--- config.mk ---
export PLATFORM = sky130hd
export DESIGN_NAME = injection_module_sync
export DESIGN_NICKNAME = d
export VERILOG_FILES = /design/src/rtl/injection_module_sync.sv
export SDC_FILE = /design/constraint.sdc
export NUM_CORES = 1
export LEC_CHECK = 0
export CELL_PAD_IN_SITES_DETAIL_PLACEMENT = 2
export CELL_PAD_IN_SITES_GLOBAL_PLACEMENT = 2
export CORE_MARGIN = 10
export CORE_UTILIZATION = 28
export CTS_CLUSTER_SIZE = 40
export DETAILED_ROUTE_END_ITERATION = 8
export GPL_ROUTABILITY_DRIVEN = 0
export PLACE_DENSITY_LB_ADDON = 0.1
export SYNTH_ARGS = -nofsm -noshare
export SYNTH_HDL_FRONTEND = slang
export SYNTH_SLANG_ARGS = --single-unit
--- constraint.sdc ---
create_clock -name clk -period 3.7 [get_ports clk]
set_clock_uncertainty 0.2 [all_clocks]
set_input_delay 0.555 -clock clk [delete_from_list [all_inputs] [get_ports clk]]
set_output_delay 0.555 -clock clk [all_outputs]
set_load 0.02 [all_outputs]
--- src/rtl/injection_module_sync.sv ---
// Fault-injection wrapper around y = (a & b) | (e & f).
// A faulty copy of the function can have one net forced (stuck-at-0,
// stuck-at-1 or bit-flip). A fault-free golden copy runs alongside it.
// Both results are registered, compared, and mismatching cycles are counted
// in a saturating counter.
module injection_module_sync #(
  parameter int CNT_W   = 16,
  parameter bit SYNC_IN = 1'b1
) (
  input  logic             clk,
  input  logic             rst_n,
  input  logic             a,
  input  logic             b,
  input  logic             e,
  input  logic             f,
  input  logic             inj_en,
  input  logic [2:0]       inj_sel,
  input  logic [1:0]       inj_mode,
  input  logic             cnt_clr,
  output logic             y,
  output logic             y_golden,
  output logic             mismatch,
  output logic             fault_active,
  output logic [CNT_W-1:0] mismatch_cnt
);

  // Net indices used by inj_sel.
  localparam logic [2:0] SEL_A    = 3'd0;
  localparam logic [2:0] SEL_B    = 3'd1;
  localparam logic [2:0] SEL_E    = 3'd2;
  localparam logic [2:0] SEL_F    = 3'd3;
  localparam logic [2:0] SEL_N1   = 3'd4;
  localparam logic [2:0] SEL_N2   = 3'd5;
  localparam logic [2:0] SEL_Y    = 3'd6;
  localparam logic [2:0] SEL_NONE = 3'd7;

  localparam logic [CNT_W-1:0] CNT_MAX = {CNT_W{1'b1}};
  localparam logic [CNT_W-1:0] CNT_ONE = CNT_W'(1);

  // Fault operator: 1 = stuck-at-0, 2 = stuck-at-1, 3 = invert, 0 = pass.
  function automatic logic fault_op(input logic x, input logic [1:0] mode);
    logic res;
    case (mode)
      2'd1:    res = 1'b0;
      2'd2:    res = 1'b1;
      2'd3:    res = ~x;
      default: res = x;
    endcase
    return res;
  endfunction

  // Applies the fault operator only on the net currently targeted.
  function automatic logic net_op(input logic x, input logic apply,
                                  input logic [2:0] sel, input logic [2:0] net,
                                  input logic [1:0] mode);
    logic res;
    if (apply && (sel == net)) begin
      res = fault_op(x, mode);
    end else begin
      res = x;
    end
    return res;
  endfunction

  logic w_ra, w_rb, w_re, w_rf;
  logic w_apply;
  logic w_fa, w_fb, w_fe, w_ff;
  logic w_fn1, w_fn2, w_fy;
  logic w_gy;

  generate
    if (SYNC_IN) begin : g_sync_in
      logic r_a, r_b, r_e, r_f;

      // Capture the function inputs once per clock.
      always_ff @(posedge clk or negedge rst_n) begin
        if (!rst_n) begin
          r_a <= 1'b0;
          r_b <= 1'b0;
          r_e <= 1'b0;
          r_f <= 1'b0;
        end else begin
          r_a <= a;
          r_b <= b;
          r_e <= e;
          r_f <= f;
        end
      end

      assign w_ra = r_a;
      assign w_rb = r_b;
      assign w_re = r_e;
      assign w_rf = r_f;
    end else begin : g_comb_in
      assign w_ra = a;
      assign w_rb = b;
      assign w_re = e;
      assign w_rf = f;
    end
  endgenerate

  // Faulty and golden evaluation; a fault on an inner net propagates downstream.
  always_comb begin
    w_apply = inj_en & (inj_sel != SEL_NONE) & (inj_mode != 2'd0);
    w_fa    = net_op(w_ra, w_apply, inj_sel, SEL_A, inj_mode);
    w_fb    = net_op(w_rb, w_apply, inj_sel, SEL_B, inj_mode);
    w_fe    = net_op(w_re, w_apply, inj_sel, SEL_E, inj_mode);
    w_ff    = net_op(w_rf, w_apply, inj_sel, SEL_F, inj_mode);
    w_fn1   = net_op(w_fa & w_fb, w_apply, inj_sel, SEL_N1, inj_mode);
    w_fn2   = net_op(w_fe & w_ff, w_apply, inj_sel, SEL_N2, inj_mode);
    w_fy    = net_op(w_fn1 | w_fn2, w_apply, inj_sel, SEL_Y, inj_mode);
    w_gy    = (w_ra & w_rb) | (w_re & w_rf);
  end

  logic             r_y, r_y_golden, r_mismatch, r_fault_active;
  logic [CNT_W-1:0] r_cnt;

  // Register both paths, their comparison and the injection status.
  always_ff @(posedge clk or negedge rst_n) begin
    if (!rst_n) begin
      r_y            <= 1'b0;
      r_y_golden     <= 1'b0;
      r_mismatch     <= 1'b0;
      r_fault_active <= 1'b0;
    end else begin
      r_y            <= w_fy;
      r_y_golden     <= w_gy;
      r_mismatch     <= (w_fy != w_gy);
      r_fault_active <= w_apply;
    end
  end

  // Saturating count of registered mismatches; clear wins over increment.
  always_ff @(posedge clk or negedge rst_n) begin
    if (!rst_n) begin
      r_cnt <= '0;
    end else if (cnt_clr) begin
      r_cnt <= '0;
    end else if (r_mismatch && (r_cnt != CNT_MAX)) begin
      r_cnt <= r_cnt + CNT_ONE;
    end else begin
      r_cnt <= r_cnt;
    end
  end

  assign y            = r_y;
  assign y_golden     = r_y_golden;
  assign mismatch     = r_mismatch;
  assign fault_active = r_fault_active;
  assign mismatch_cnt = r_cnt;

endmodule

==> results.cfg <==
[status]
status = completed

[floorplan]
dieArea_mm2 = 0.00776
start_util_pct = 29.4
row_count = 24
die_width_um = 88.1
die_h_um = 88.1
io_pins = 33
core_mm2 = 0.00441

[synth]
yosysUniqueCellTypes = 43
ys.flop_type = dfrtp_1
synth_top_area_cell = dfrtp_1
synth.avg_cell_area_um2 = 10.4
synth_edf_count = 0
ys_ff_latch = 24
netlist_instances = 125
synth.area.top_cells = dfrtp_1, nor2_1, xnor2_1
ys_seq_area_share_pct = 46.2
async_flop_share_pct = 100
synth-warning-count = 0
synth_area_mm2 = 0.00130
synth_fp_nets = 139
synth.top_cell.area_share_pct = 46.2

[worst_setup_path]
crit_type = in -> reg
cp.arrival_ns = 2.30
critPathMaxFanout = 9
endpoint_kind = register
r2r_start = mismatch_cnt[0]$_DFFE_PN0P_
start_kind = primary input
r2r_slack_ns = 1.50
r2r-end = mismatch_cnt[1]$_DFFE_PN0P_
critPathRequiredTime_ns = 3.67
rr_worst_depth = 6

[global_routing]
grt_pass1_wl_um = 6660
antenna_found_initial = 0
grt_pass1_vias = 1305
use_met1_pct = 11.2
busiest_layer = met2
use_met2_pct = 19.8
grt_use_total_pct = 10.8
grt_use_met3_pct = 3.25
grt_start_max_net_pins = 25
grt-ovfl-total = 0

[layout]
layout-drive-gt1-share_pct = 9.49
num_antenna_cells = 0
area_growth_pct = 34.0
final_nets = 173
fill_cells = 484

[sta]
worst_pin_slew_ns = 0.640
drv_slew = 0
finalCritPeriodShare_pct = 63.2
setup_ws_ns = 1.36
relSlewSlack_pct = 57.2
max_freq_mhz = 428
hold_viol = 0
fin_crit_ns = 2.34
setup_tns_ns = 0
rsz0062_at_grt = false
setup_violations = 0

[hold_path]
whs_endpoint = mismatch_cnt[14]$_DFFE_PN0P_
hold_path_class = reg -> reg
whs_path_depth = 2
holdCritStartpoint = mismatch_cnt[14]$_DFFE_PN0P_

[detailed_routing]
routed_wl_um = 3840
vias = 1124
drtPass1Iterations = 4
routedWlPerCell_um = 18.3
final_antenna_net_count = 0
vias_per_cell = 5.35
drt_iter0_drc = 25
drc = 0

[clocking]
ctsResizeCount = 0
htreeDepth = 1
tritoncts = done
cts_hold_buf = 0
clockBufferDepth = 2
postCtsSetupRepairBufs = 0
clock_sinks = 24
clk_pin_slew_ns = 0.09
cts_root_buf = clkbuf_8
insertion_delay_ns = 0.28
cts_buffers = 3

[placement]
pre_cts_slack_ns = 1.06
dp_hpwl_um = 2900
io_buffers = 32

[pwr]
vdd_ir_drop_max_mv = 0.152
power_density_mw_per_mm2 = 363
power_leakage_nw = 0.682

[run]
maxCapViolCount = 0
==> worst max-delay path by stage <==
stage	startpoint	end	slack, ns	cells past startpoint
2_1_floorplan	inj_sel[0]	mismatch$_DFF_PN0_	1.62	6
3_3_place_gp	inj_sel[0]	mismatch$_DFF_PN0_	1.10	6
3_5_place_dp	inj_sel[0]	mismatch$_DFF_PN0_	1.06	6
4_1_cts	inj_sel[0]	mismatch$_DFF_PN0_	1.37	6
5_1_grt	mismatch_cnt[0]$_DFFE_PN0P_	mismatch_cnt[1]$_DFFE_PN0P_	1.30	6
6_report	inj_sel[0]	mismatch$_DFF_PN0_	1.36	6
==> per-layer routing <==
layer  up-vias  share of wire, %  routed length, um
li1        534                 -                  -
met3         5               6.2                238
met4         0               1.6                 61
met5         -                 0                  0
met2        24                52               2010
met1       561                40               1530
==> critical path, stage by stage <==
cell             delay (ns)
clkdlybuf4s50_1        0.55
or3b_1                 0.44
a211oi_2               0.25
a211oi_1               0.09
o221a_4                0.29
xor2_2                 0.13
==> per-stage QoR <==
| step | hold WS [ns] | cells | area [um2] | util, % | power, mW |
|---|---|---|---|---|---|
| 4_1_cts | 0.395 | 210 | 1740 | 39.4 | 0.645 |
| 2_1_floorplan | 0.0594 | 125 | 1300 | - | 0.343 |
| 6_report | 0.382 | 210 | 1740 | 39.4 | 0.631 |
| 3_3_place_gp | 0.350 | 206 | 1670 | 37.8 | 0.396 |
| 5_1_grt | 0.445 | 210 | 1740 | 39.4 | 0.667 |
| 3_5_place_dp | 0.376 | 206 | 1670 | 37.8 | 0.401 |
==> final cells by class <==
class | instances | area, um2 | area share [%]
Multi-Input combinational cell | 95 | 668 | 38.4
Sequential cell | 24 | 601 | 34.5
Timing Repair Buffer | 33 | 328 | 18.8
Tap cell | 52 | 65.1 | 3.74
Clock buffer | 3 | 41.3 | 2.37
Clock inverter | 1 | 30.0 | 1.73
Inverter | 2 | 7.51 | 0.431
==> layout by cell type (no fill, tap or decap), types with 2 or more instances in the layout <==
master / n
nand3_1: 8
nand2_1: 5
clkbuf_8: 3
and4_1: 3
and2_1: 2
clkdlybuf4s50_1: 32
xor2_1: 4
o21ai_0: 2
and4bb_2: 2
nand4_1: 5
nand4b_1: 3
xnor2_1: 6
o21bai_1: 3
a41oi_1: 2
nor2_1: 16
a31oi_1: 5
nor3_1: 4
dfrtp_1: 24
inv_1: 2
nand3b_1: 2
==> kinds of logic after synthesis <==
group / after synthesis / synth area share, %
AO/OA/AOI/OAI: 23 / 14.2
XOR/XNOR: 11 / 8.00
adder cells (fa/ha/maj): 1 / 0.963
buffers and inverters: 6 / 2.31
flip-flops: 24 / 46.2
multiplexers: 1 / 0.771
AND/OR/NAND/NOR: 59 / 27.6
==> synthesized netlist by cell type, drive strengths merged (2+ instances only) <==
library cell / instances
a211oi: 2
a31oi: 5
a41oi: 2
and2: 2
and4: 3
and4bb: 2
clkbuf: 3
dfrtp: 24
inv: 2
nand2: 5
nand3: 8
nand3b: 2
nand4: 5
nand4b: 3
nor2: 16
nor3: 4
o21ai: 2
o21bai: 3
xnor2: 6
xor2: 5
==> flip-flops by register name (all words and copies together) (netlist names) <==
register       count
mismatch           1
y                  1
g_sync_in.r_f      1
y_golden           1
g_sync_in.r_a      1
g_sync_in.r_b      1
mismatch_cnt      16
fault_active       1
g_sync_in.r_e      1
==> power breakdown <==
part           internal, mW  leakage, nW  switching, mW
Clock                 0.145       0.0357         0.0924
Sequential            0.275        0.317         0.0131
Combinational        0.0531        0.330         0.0528
No activity file was read; power rests on OpenSTA's default activity.
